<file path="src/rtl/i2c_volume_target.sv">
// i2c_volume_target: oversampling I2C target exposing the playback volume registers
// (0x10 = left, 0x11 = right) through an auto-incrementing 8-bit register pointer.
module i2c_volume_target #(
    parameter logic [6:0]  DEV_ADDR  = 7'h1A,
    parameter int unsigned FILT_LEN  = 4,
    parameter int unsigned HOLD_CYC  = 15,
    parameter logic [7:0]  VOL_RESET = 8'h80
) (
    input  logic       clk,
    input  logic       reset,
    input  logic       scl_in,
    input  logic       sda_in,
    output logic       sda_oe,
    output logic [7:0] vol_left,
    output logic [7:0] vol_right,
    output logic       wr_strobe,
    output logic       busy
);

    localparam int unsigned      HoldW    = (HOLD_CYC < 2) ? 1 : $clog2(HOLD_CYC + 1);
    localparam logic [3:0]       FiltMax  = 4'(FILT_LEN - 1);
    localparam logic [HoldW-1:0] HoldLoad = HoldW'(HOLD_CYC);
    localparam logic [HoldW-1:0] HoldLast = HoldW'(1);

    typedef enum logic [3:0] {
        StIdle,
        StAddr,
        StAddrAck,
        StPtr,
        StPtrAck,
        StWdata,
        StWdataAck,
        StRdata,
        StRdataAck
    } state_e;

    // Index 0 carries SCL, index 1 carries SDA through the conditioning pipeline.
    logic [1:0] meta_q, sync_q, filt_q, filt_prev_q;
    logic [3:0] fcnt_q [2];

    logic scl_rise, scl_fall, start_det, stop_det;
    logic sda_f;
    logic [7:0] rx_byte;

    state_e            state_q, state_d;
    logic [2:0]        bit_cnt_q, bit_cnt_d;
    logic [7:0]        shift_q, shift_d;
    logic [7:0]        ptr_q, ptr_d;
    logic              busy_q, busy_d;
    logic [7:0]        vol_left_q, vol_left_d;
    logic [7:0]        vol_right_q, vol_right_d;
    logic              wr_strobe_q, wr_strobe_d;
    logic              oe_q, oe_d;
    logic [HoldW-1:0]  hold_q, hold_d;
    logic              drive_q, drive_d;

    function automatic logic [7:0] reg_value(input logic [7:0] addr, input logic [7:0] left,
                                             input logic [7:0] right);
        if (addr == 8'h10) return left;
        if (addr == 8'h11) return right;
        return 8'h00;
    endfunction

    // Two-flop synchronizers followed by a run-length glitch filter; idle bus level is 1.
    always_ff @(posedge clk) begin
        if (reset) begin
            meta_q      <= 2'b11;
            sync_q      <= 2'b11;
            filt_q      <= 2'b11;
            filt_prev_q <= 2'b11;
            for (int i = 0; i < 2; i++) fcnt_q[i] <= '0;
        end else begin
            meta_q      <= {sda_in, scl_in};
            sync_q      <= meta_q;
            filt_prev_q <= filt_q;
            for (int i = 0; i < 2; i++) begin
                if (sync_q[i] == filt_q[i]) begin
                    fcnt_q[i] <= '0;
                end else if (fcnt_q[i] == FiltMax) begin
                    filt_q[i] <= sync_q[i];
                    fcnt_q[i] <= '0;
                end else begin
                    fcnt_q[i] <= fcnt_q[i] + 4'd1;
                end
            end
        end
    end

    assign sda_f     = filt_q[1];
    assign scl_rise  = filt_q[0] & ~filt_prev_q[0];
    assign scl_fall  = ~filt_q[0] & filt_prev_q[0];
    // Bus conditions need SCL high on both sides of the SDA edge.
    assign start_det = filt_q[0] & filt_prev_q[0] & filt_prev_q[1] & ~filt_q[1];
    assign stop_det  = filt_q[0] & filt_prev_q[0] & ~filt_prev_q[1] & filt_q[1];
    assign rx_byte   = {shift_q[6:0], sda_f};

    // Protocol FSM: data moves on SCL rises, SDA drive is scheduled on SCL falls.
    always_comb begin
        state_d     = state_q;
        bit_cnt_d   = bit_cnt_q;
        shift_d     = shift_q;
        ptr_d       = ptr_q;
        busy_d      = busy_q;
        vol_left_d  = vol_left_q;
        vol_right_d = vol_right_q;
        wr_strobe_d = 1'b0;
        oe_d        = oe_q;
        hold_d      = hold_q;
        drive_d     = drive_q;

        // Pending SDA change lands HOLD_CYC cycles after the SCL fall that scheduled it.
        if (hold_q != '0) begin
            hold_d = hold_q - HoldLast;
            if (hold_q == HoldLast) oe_d = drive_q;
        end

        if (start_det) begin
            state_d   = StAddr;
            bit_cnt_d = '0;
            oe_d      = 1'b0;
            hold_d    = '0;
        end else if (stop_det) begin
            state_d   = StIdle;
            bit_cnt_d = '0;
            busy_d    = 1'b0;
            oe_d      = 1'b0;
            hold_d    = '0;
        end else if (scl_rise) begin
            unique case (state_q)
                StIdle: begin
                end
                StAddr: begin
                    shift_d   = rx_byte;
                    bit_cnt_d = bit_cnt_q + 3'd1;
                    if (bit_cnt_q == 3'd7) begin
                        if (rx_byte[7:1] == DEV_ADDR) begin
                            state_d = StAddrAck;
                            busy_d  = 1'b1;
                        end else begin
                            state_d = StIdle;
                        end
                    end
                end
                StAddrAck: begin
                    bit_cnt_d = '0;
                    // shift_q[0] still holds the R/W bit of the address byte.
                    if (shift_q[0]) begin
                        shift_d = reg_value(ptr_q, vol_left_q, vol_right_q);
                        ptr_d   = ptr_q + 8'd1;
                        state_d = StRdata;
                    end else begin
                        state_d = StPtr;
                    end
                end
                StPtr: begin
                    shift_d   = rx_byte;
                    bit_cnt_d = bit_cnt_q + 3'd1;
                    if (bit_cnt_q == 3'd7) begin
                        ptr_d   = rx_byte;
                        state_d = StPtrAck;
                    end
                end
                StPtrAck, StWdataAck: begin
                    bit_cnt_d = '0;
                    state_d   = StWdata;
                end
                StWdata: begin
                    shift_d   = rx_byte;
                    bit_cnt_d = bit_cnt_q + 3'd1;
                    if (bit_cnt_q == 3'd7) begin
                        if (ptr_q == 8'h10) begin
                            vol_left_d  = rx_byte;
                            wr_strobe_d = 1'b1;
                        end else if (ptr_q == 8'h11) begin
                            vol_right_d = rx_byte;
                            wr_strobe_d = 1'b1;
                        end
                        ptr_d   = ptr_q + 8'd1;
                        state_d = StWdataAck;
                    end
                end
                StRdata: begin
                    // Initiator has sampled shift_q[7]; expose the next bit.
                    shift_d   = {shift_q[6:0], 1'b0};
                    bit_cnt_d = bit_cnt_q + 3'd1;
                    if (bit_cnt_q == 3'd7) state_d = StRdataAck;
                end
                StRdataAck: begin
                    bit_cnt_d = '0;
                    if (!sda_f) begin
                        shift_d = reg_value(ptr_q, vol_left_q, vol_right_q);
                        ptr_d   = ptr_q + 8'd1;
                        state_d = StRdata;
                    end else begin
                        state_d = StIdle;
                    end
                end
                default: state_d = StIdle;
            endcase
        end else if (scl_fall) begin
            hold_d = HoldLoad;
            unique case (state_q)
                StAddrAck, StPtrAck, StWdataAck: drive_d = 1'b1;
                StRdata:                         drive_d = ~shift_q[7];
                default:                         drive_d = 1'b0;
            endcase
        end
    end

    // State register; reset returns to an idle, released bus with default volumes.
    always_ff @(posedge clk) begin
        if (reset) begin
            state_q     <= StIdle;
            bit_cnt_q   <= '0;
            shift_q     <= '0;
            ptr_q       <= '0;
            busy_q      <= 1'b0;
            vol_left_q  <= VOL_RESET;
            vol_right_q <= VOL_RESET;
            wr_strobe_q <= 1'b0;
            oe_q        <= 1'b0;
            hold_q      <= '0;
            drive_q     <= 1'b0;
        end else begin
            state_q     <= state_d;
            bit_cnt_q   <= bit_cnt_d;
            shift_q     <= shift_d;
            ptr_q       <= ptr_d;
            busy_q      <= busy_d;
            vol_left_q  <= vol_left_d;
            vol_right_q <= vol_right_d;
            wr_strobe_q <= wr_strobe_d;
            oe_q        <= oe_d;
            hold_q      <= hold_d;
            drive_q     <= drive_d;
        end
    end

    assign sda_oe    = oe_q;
    assign vol_left  = vol_left_q;
    assign vol_right = vol_right_q;
    assign wr_strobe = wr_strobe_q;
    assign busy      = busy_q;

endmodule

</file>
<file path="config.mk">
export PLATFORM = sky130hd
export DESIGN_NAME = i2c_volume_target
export DESIGN_NICKNAME = d
export VERILOG_FILES = /design/src/rtl/i2c_volume_target.sv
export SDC_FILE = /design/constraint.sdc
export NUM_CORES = 1
export LEC_CHECK = 0
export CORE_MARGIN = 5
export CORE_UTILIZATION = 58
export DETAILED_ROUTE_END_ITERATION = 10
export PLACE_DENSITY = 0.78
export REMOVE_ABC_BUFFERS = 1
export SLEW_MARGIN = 10
export SYNTH_ARGS = -nofsm -noshare
export SYNTH_HDL_FRONTEND = slang
export SYNTH_SLANG_ARGS = --single-unit
</file>
<file path="constraint.sdc">
create_clock -name clk -period 2.2 [get_ports clk]
set_input_delay 0.22 -clock clk [delete_from_list [all_inputs] [get_ports clk]]
set_output_delay 0.22 -clock clk [all_outputs]
set_load 0.01 [all_outputs]
</file>
==> flow_metrics.env, run 1 <==
export IMPL_slew_headroom=0.651
export IMPL_grt_pass1_wl_um=12900
export IMPL_final_antenna_net_count=0
export IMPL_cts_tree="yes"
export IMPL_tightestPinTransition_ns=0.510
export IMPL_yosysUniqueCellTypes=54
export IMPL_via_per_inst=5.72
export IMPL_drt_pass1_iter_count=4
export IMPL_yosys_warnings=0
export IMPL_criticalPathCategory="reg -> reg"
export IMPL_syn_area_per_cell_um2=8.69
export IMPL_worst_slack_ns=0.168
export IMPL_netlist_area_um2=3230
export IMPL_holdPathEnd="sync_q[1]$_SDFF_PP1_"
export IMPL_hp_start="meta_q[1]$_SDFF_PP1_"
export IMPL_layout_drive_gt1_share=0.111
export IMPL_synth_seq_cells=63
export IMPL_leakage_nw=1.44
export IMPL_wl_per_cell_um=15.6
export IMPL_hpwl_um=5370
export IMPL_drt_wl_total_um=7590
export IMPL_numCtsBuffers=9
export IMPL_start_kind="flip-flop"
export IMPL_holdWs_ns=0.411
export IMPL_grt_setup_unrepaired="no"
export IMPL_ir_worst_vdd_mv=0.493
export IMPL_crit_reg2reg_launch="state_q[1]$_SDFFE_PP0P_"
export IMPL_cp_max_fo=14
export IMPL_slew_violations=0
export IMPL_place_gp_congestion=0.911
export IMPL_synth_async_reset_ratio=0
export IMPL_htreeDepth=3
export IMPL_antenna_found_initial=0
export IMPL_diodes=0
export IMPL_route_detailed_drc=0
export IMPL_setup_tns_ns=0
export IMPL_fin_crit_ns=2.03
export IMPL_clock_latency_ns=0.34
export IMPL_cts_buffer_depth=2
export IMPL_fin_crit_sh=0.924
export IMPL_worstPathRequired_ns=2.42
export IMPL_io_buffers=22
export IMPL_min_path_cells=1
export IMPL_ctsResizeCount=0
export IMPL_rrSetupSlack_ns=0.17
export IMPL_io_pins=23
export IMPL_cts_hold_buf=0
export IMPL_synth_edf_count=8
export IMPL_vias=2784
export IMPL_syn_inst=372
export IMPL_pre_cts_ws_ns=0.185
export IMPL_post_cts_buffers=0
export IMPL_status="finished clean"
export IMPL_num_rows=27
export IMPL_clk_pin_slew_ns=0.07
export IMPL_worstHoldPathType="reg -> reg"
export IMPL_setup_violations=0
export IMPL_core_area_um2=5470
export IMPL_fin_skew_ns=0.0150
export IMPL_cp_arrival_ns=2.26
export IMPL_seq_area_frac_synth=0.415
export IMPL_global_route_usage_total=0.220
export IMPL_overflow=0
export IMPL_nets=423
export IMPL_p_per_area_nw_per_um2=640
export IMPL_ys_flop_type="dfxtp_1"
export IMPL_grt_max_degree=20
export IMPL_crit_path_end_kind="flip-flop"
export IMPL_initial_core_util=0.591
export IMPL_grt_pass1_vias=2700
export IMPL_drt_iter0_markers=217
export IMPL_fmax_mhz=492
export IMPL_die_x_um=84.6
export IMPL_hold_viol_final=0
export IMPL_r2r_end="shift_q[1]$_SDFFE_PP0P_"
export IMPL_r2r_cells=5
export IMPL_dieHeight_um=84.6
export IMPL_synthToLayoutAreaGrowth_pct=17.4
export IMPL_die_area_um2=7160
export IMPL_clock_sinks=63
export IMPL_root_buffer="clkbuf_8"
export IMPL_drv_cap=0
-- area by class of cell --
type                    instances  area, um2
repair buffers                 42        370
clock inverters                 4       46.3
multi-input cells             278       1750
inverters                      16       60.1
flip-flops and latches         63       1340
clock buffers                  12        135
fillers                       432       1680
well taps                      72       90.1
-- state kept, by name, indices dropped and copies added (netlist names), 3 cells and up --
| register | cells |
|---|---|
| vol_right | 8 |
| vol_left | 8 |
| shift_q | 8 |
| ptr_q | 8 |
| state_q | 4 |
| hold_q | 4 |
| fcnt_q | 8 |
| bit_cnt_q | 3 |
-- logic make-up after synthesis --
kind of cell,synth area share
simple gates,0.249
fa+ha+maj,0.0348
xor+xnor,0.0217
flops,0.415
mux,0.0557
buf+inv,0.0511
compound gates,0.172
other cells,0.00116
-- power breakdown --
group / leakage [nW] / total, mW / internal, mW / switching, mW
Clock: 0.0880 / 0.949 / 0.519 / 0.430
Combinational: 0.828 / 0.234 / 0.102 / 0.132
Sequential: 0.528 / 1.25 / 1.21 / 0.0398
Total: 1.44 / 2.43 / 1.83 / 0.601
-- layout by cell type (no fill, tap or decap), types with 4 or more instances in the layout --
master / synthesis / layout
a221oi_1: 7 / 7
and3_1: 5 / 5
xnor2_1: 6 / 6
dfxtp_1: 55 / 55
clkdlybuf4s50_1: 0 / 22
buf_4: 1 / 20
or3_1: 5 / 5
o32ai_1: 7 / 7
nor3b_1: 5 / 5
a21oi_1: 22 / 22
nor3_1: 13 / 13
o211ai_1: 4 / 4
nor2_1: 41 / 41
edfxtp_1: 8 / 8
nand3_1: 5 / 5
mux2i_1: 18 / 18
nor2b_1: 11 / 11
nor4b_1: 5 / 5
inv_1: 16 / 16
nand2_1: 38 / 38
clkbuf_8: 0 / 9
conb_1: 1 / 8
ha_1: 9 / 9
a22oi_1: 4 / 4
nand2b_1: 4 / 4
or2_2: 5 / 5
o21ai_0: 21 / 21
-- stage by stage --
| step | instances | utilization | cell area [um2] | power (mW) |
|---|---|---|---|---|
| 6_report | 487 | 0.693 | 3790 | 2.43 |
| 5_1_grt | 487 | 0.693 | 3790 | 2.55 |
| 4_1_cts | 487 | 0.693 | 3790 | 2.45 |
| 3_5_place_dp | 471 | 0.660 | 3610 | 1.50 |
| 3_3_place_gp | 471 | 0.660 | 3610 | 1.49 |
| 2_1_floorplan | 357 | - | 3150 | 1.43 |
-- cells in the mapped netlist (all sizes together), types with 6 or more instances --
master,n,share of area
o32ai,7,0.019
nor4b,7,0.026
ha,9,0.035
o21ai,21,0.033
a21oi,22,0.034
mux2i,18,0.056
edfxtp,8,0.074
a221oi,7,0.019
nor3,13,0.020
nor3b,6,0.015
nor2,41,0.048
inv,16,0.019
xnor2,6,0.016
nand2,40,0.048
dfxtp,55,0.34
buf,8,0.016
nor2b,11,0.021
clkbuf,14,0.016
-- worst max-delay path, cell delays in order, from the launching register on --
cell      delay, ns
dfxtp_1        0.55
nor4b_1        0.39
a221o_1        0.44
o21bai_4       0.27
nor2b_1        0.21
a311oi_2       0.06
-- worst max-delay path by stage --
stage,from,to,cells past startpoint
2_1_floorplan,state_q[0]$_SDFFE_PP0P_,vol_left[7]$_SDFFE_PP1P_,5
3_5_place_dp,state_q[1]$_SDFFE_PP0P_,shift_q[1]$_SDFFE_PP0P_,5
4_1_cts,state_q[1]$_SDFFE_PP0P_,shift_q[1]$_SDFFE_PP0P_,5
5_1_grt,state_q[1]$_SDFFE_PP0P_,shift_q[1]$_SDFFE_PP0P_,5
6_report,state_q[1]$_SDFFE_PP0P_,shift_q[1]$_SDFFE_PP0P_,5
3_3_place_gp,state_q[1]$_SDFFE_PP0P_,shift_q[1]$_SDFFE_PP0P_,5
-- metal layers --
metal / vias to the layer above / GRT usage / wire length (um)
li1: 1392 / - / -
met1: 1295 / 0.294 / 3470
met2: 74 / 0.341 / 3520
met3: 23 / 0.0432 / 360
met4: 0 / 0.105 / 233
met5: - / 0 / 0
(Power assumes the default switching activity.)
==> inputs of run 2 (changes only) <==
==> constraint.sdc (replaced) <==
create_clock -name clk -period 2.2 [get_ports clk]
set_input_delay 0.33 -clock clk [delete_from_list [all_inputs] [get_ports clk]]
set_output_delay 0.33 -clock clk [all_outputs]
set_load 0.01 [all_outputs]
==> run 2 against run 1 <==
Total power increased by 1.3%. Non-clock buffer count unchanged. Final area increased by 0.23%. Largest cell class unchanged.
==> flow_metrics.env, run 2 (same netlist as run 1, synthesis figures left out) <==
export IMPL_route_detailed_drc=0
export IMPL_crit_path_end_kind="flip-flop"
export IMPL_cp_slowest_stage_delay_ns=0.57
export IMPL_start_kind="flip-flop"
export IMPL_cp_max_fo=14
export IMPL_path_buf_inv=0
export IMPL_grt_pass1_wl_um=12900
export IMPL_dieHeight_um=84.6
export IMPL_overflow=0
export IMPL_critical_path_top_delay_family="compound AO/OA/AOI/OAI gates"
export IMPL_final_core_utilization=0.695
export IMPL_ctsResizeCount=0
export IMPL_ir_worst_vdd_mv=0.492
export IMPL_fin_crit_sh=0.969
export IMPL_htreeDepth=3
export IMPL_worstHoldPathType="reg -> reg"
export IMPL_clk_pin_slew_ns=0.07
export IMPL_fillers=442
export IMPL_hpwl_um=5430
export IMPL_fmax_mhz=469
export IMPL_fin_skew_ns=0.00929
export IMPL_criticalPathCategory="reg -> reg"
export IMPL_drv_cap=0
export IMPL_mostFrequentLayoutCell="dfxtp_1"
export IMPL_cp_cell_sequence="nor4b_1, a221o_1, o21bai_4, nor2b_1, a311oi_2"
export IMPL_tightestPinTransition_ns=0.739
export IMPL_nets=423
export IMPL_slew_headroom=0.502
export IMPL_final_antenna_net_count=0
export IMPL_initial_core_util=0.591
export IMPL_cts_tree="yes"
export IMPL_switching_share=0.245
export IMPL_layout_drive_gt1_share=0.116
export IMPL_place_gp_congestion=0.925
export IMPL_global_route_usage_total=0.225
export IMPL_via_per_inst=5.80
export IMPL_p_seq_frac=0.507
export IMPL_cp_arrival_ns=2.35
export IMPL_diodes=0
export IMPL_synthToLayoutAreaGrowth_pct=17.7
export IMPL_root_buffer="clkbuf_8"
export IMPL_drt_iter0_markers=240
export IMPL_antenna_found_initial=0
export IMPL_drt_wl_total_um=7490
export IMPL_die_x_um=84.6
export IMPL_vias=2824
export IMPL_fin_crit_ns=2.13
export IMPL_cts_buffer_depth=2
export IMPL_die_area_um2=7160
export IMPL_p_per_area_nw_per_um2=647
export IMPL_grt_max_degree=20
export IMPL_clock_latency_ns=0.34
export IMPL_status="finished clean"
export IMPL_cts_hold_buf=0
export IMPL_critPathSlowestCell="dfxtp_1"
export IMPL_num_rows=27
export IMPL_numCtsBuffers=9
export IMPL_wl_per_cell_um=15.4
export IMPL_post_cts_buffers=0
export IMPL_grt_setup_unrepaired="no"
export IMPL_final_cell_mix="55 x dfxtp_1, 41 x nor2_1, 38 x nand2_1"
export IMPL_leakage_nw=1.46
export IMPL_setup_violations=0
export IMPL_io_buffers=22
export IMPL_worstPathRequired_ns=2.42
export IMPL_pwr_share_comb=0.095
export IMPL_internal_power_mw=1.86
export IMPL_setup_tns_ns=0
export IMPL_grt_pass1_vias=2664
export IMPL_slew_violations=0
export IMPL_hold_viol_final=0
export IMPL_clock_sinks=63
export IMPL_io_pins=23
export IMPL_drt_pass1_iter_count=4
export IMPL_switchingPower_mw=0.602
export IMPL_core_area_um2=5470
export IMPL_pwr_share_clk=0.397
-- run 2: cell type report --
class,count,area [um2],area share
multi-input cells,278,1750,0.461
flip-flops and latches,63,1340,0.353
repair buffers,42,370,0.0974
clock buffers,12,145,0.0382
well taps,72,90.1,0.0237
inverters,16,60.1,0.0158
clock inverters,4,45.0,0.0118
-- run 2: power groups by stage --
stage	clock, mW	combinational [mW]	sequential [mW]
3_5_place_dp	0	0.233	1.27
2_1_floorplan	0	0.165	1.26
5_1_grt	1.06	0.265	1.26
6_report	0.977	0.235	1.25
4_1_cts	0.996	0.234	1.25
3_3_place_gp	0	0.219	1.27
-- run 2: worst paths after layout --
kind / start / endpoint / slack [ns] / cells after the start
setup / recovery: state_q[1]$_SDFFE_PP0P_ / shift_q[1]$_SDFFE_PP0P_ / 0.07 / 5
hold / removal: meta_q[1]$_SDFF_PP1_ / sync_q[1]$_SDFF_PP1_ / 0.41 / 1
setup reg to reg: state_q[1]$_SDFFE_PP0P_ / shift_q[1]$_SDFFE_PP0P_ / 0.07 / 5
hold reg to reg: meta_q[1]$_SDFF_PP1_ / sync_q[1]$_SDFF_PP1_ / 0.41 / 1
-- run 2: metal layers --
metal / part of all wire / global-route usage / up-vias
met2: 0.47 / 0.346 / 85
li1: - / - / 1396
met5: 0 / 0 / -
met3: 0.060 / 0.0775 / 18
met4: 0.018 / 0.0806 / 0
met1: 0.45 / 0.292 / 1325
-- run 2: stage by stage --
step | setup slack, ns | area [um2] | hold slack (ns) | total power, mW | std cells
2_1_floorplan | 0.155 | 3150 | 0.389 | 1.43 | 357
3_3_place_gp | 0.196 | 3610 | 0.394 | 1.49 | 471
3_5_place_dp | 0.163 | 3610 | 0.396 | 1.51 | 471
4_1_cts | 0.157 | 3800 | 0.411 | 2.48 | 487
5_1_grt | 0.00517 | 3800 | 0.437 | 2.58 | 487
6_report | 0.0681 | 3800 | 0.408 | 2.46 | 487
-- run 2: worst register-to-register path: stages, from the launching register on --
cell      delay [ns]
dfxtp_1         0.57
nor4b_1         0.45
a221o_1         0.45
o21bai_4        0.28
nor2b_1         0.21
a311oi_2        0.06
==> inputs of run 3 (changes only) <==
Settings changed: CORE_ASPECT_RATIO from default to 1.25.
==> run 3 against run 2 <==
Worst hold slack gained 0.0071 ns. Critical path type unchanged. Highest routed layer unchanged. Clock skew grew 0.00062 ns. Via count shrank 0.25%. Core utilization grew 0.64 points. Sequential share of layout area shrank 0.094 points. Global-route usage shrank 0.47 points. Die area grew 0.14%.
==> flow_metrics.env, run 3 (same netlist as run 1, synthesis figures left out) <==
export IMPL_status="finished clean"
export IMPL_top_layer="met4"
export IMPL_grt_setup_unrepaired="no"
export IMPL_via_per_inst=5.89
export IMPL_slew_violations=0
export IMPL_nets=422
export IMPL_cts_buffer_depth=2
export IMPL_ir_worst_vdd_mv=0.611
export IMPL_wl_met3_um=375
export IMPL_crit_path_end_kind="flip-flop"
export IMPL_switchingPower_mw=0.632
export IMPL_drv_cap=0
export IMPL_final_cell_mix="54 x dfxtp_1, 41 x nor2_1, 38 x nand2_1"
export IMPL_internal_power_mw=1.95
export IMPL_initial_core_util=0.594
export IMPL_cts_tree="yes"
export IMPL_route_detailed_drc=0
export IMPL_criticalPathCategory="reg -> reg"
export IMPL_wl_per_cell_um=15.9
export IMPL_tightestPinTransition_ns=0.515
export IMPL_cp_max_fo=8
export IMPL_layout_drive_gt1_share=0.121
export IMPL_io_pins=23
export IMPL_fin_skew_ns=0.00991
export IMPL_grt_pass1_vias=2817
export IMPL_ff_latch_area_um2=1340
export IMPL_hpwl_um=5400
export IMPL_synthToLayoutAreaGrowth_pct=18.1
export IMPL_clock_latency_ns=0.35
export IMPL_hold_viol_final=0
export IMPL_clock_sinks=63
export IMPL_setup_tns_ns=0
export IMPL_start_kind="flip-flop"
export IMPL_final_antenna_net_count=0
export IMPL_setup_violations=0
export IMPL_root_buffer="clkbuf_8"
export IMPL_cp_arrival_ns=2.34
export IMPL_grt_pass1_wl_um=12700
export IMPL_drt_iter0_markers=187
export IMPL_pre_cts_ws_ns=0.145
export IMPL_wl_met2_um=3830
export IMPL_worstHoldPathType="reg -> reg"
export IMPL_fmax_mhz=485
export IMPL_ctsResizeCount=0
export IMPL_die_area_um2=7170
export IMPL_p_per_area_nw_per_um2=675
export IMPL_diodes=0
export IMPL_fin_crit_sh=0.938
export IMPL_fin_crit_ns=2.06
export IMPL_pwr_share_comb=0.088
export IMPL_p_seq_frac=0.483
export IMPL_cts_hold_buf=0
export IMPL_met1_length_um=3100
export IMPL_die_x_um=76.8
export IMPL_overflow=0
export IMPL_core_area_um2=5440
export IMPL_leakage_nw=1.45
export IMPL_vias=2817
export IMPL_htreeDepth=3
export IMPL_switching_share=0.245
export IMPL_fillers=430
export IMPL_clk_pin_slew_ns=0.07
export IMPL_global_route_usage_total=0.220
export IMPL_dieHeight_um=93.5
export IMPL_antenna_found_initial=0
export IMPL_multi_input_area_um2=1750
export IMPL_numCtsBuffers=9
export IMPL_drt_wl_total_um=7590
export IMPL_num_rows=30
export IMPL_worst_slack_ns=0.137
export IMPL_mostFrequentLayoutCell="dfxtp_1"
export IMPL_io_buffers=22
export IMPL_grt_max_degree=21
export IMPL_worstPathRequired_ns=2.47
export IMPL_pwr_share_clk=0.429
export IMPL_drt_pass1_iter_count=5
export IMPL_place_gp_congestion=0.945
export IMPL_post_cts_buffers=0
export IMPL_slew_headroom=0.656
[run 3: final cells by class]
cell class / instances / share of cell area
multi-input combinational: 278 / 0.459
sequential: 63 / 0.352
timing repair buffer: 41 / 0.0951
clock buffer: 9 / 0.0324
clock inverter: 7 / 0.0252
tap: 64 / 0.0210
inverter: 16 / 0.0157
[run 3: final timing paths]
path,from,endpoint,slack (ns),cells past startpoint
max,bit_cnt_q[0]$_SDFFE_PP0P_,ptr_q[0]$_SDFFE_PP0P_,0.14,6
min,meta_q[1]$_SDFF_PP1_,sync_q[1]$_SDFF_PP1_,0.42,1
max reg2reg,bit_cnt_q[0]$_SDFFE_PP0P_,ptr_q[0]$_SDFFE_PP0P_,0.14,6
min reg2reg,meta_q[1]$_SDFF_PP1_,sync_q[1]$_SDFF_PP1_,0.42,1
[run 3: critical path: stages, from the launching register on]
cell,delay (ns)
dfxtp_1,0.36
ha_1,0.17
ha_1,0.19
nand3b_1,0.23
o22a_1,0.38
or4_1,0.50
a31oi_1,0.16
[run 3: power groups by stage]
stage	Combinational [mW]	Sequential [mW]	Clock, mW
floorplan	0.165	1.26	0
global placement	0.219	1.27	0
detailed placement	0.228	1.27	0
CTS	0.229	1.25	1.12
global route	0.257	1.25	1.17
finish	0.226	1.25	1.11
[run 3: layer usage]
layer / global-route usage / vias to the layer above
met4: 0.147 / 0
met1: 0.245 / 1295
met2: 0.379 / 104
met3: 0.0385 / 27
met5: 0 / -
li1: - / 1391
[run 3: through the flow]
stage,util,total power [mW],cell area [um2],hold WS (ns),instances
floorplan,-,1.43,3150,0.389,357
global placement,0.661,1.49,3600,0.394,462
detailed placement,0.661,1.50,3600,0.396,462
CTS,0.701,2.60,3820,0.418,478
global route,0.701,2.67,3820,0.428,478
finish,0.701,2.58,3820,0.415,478
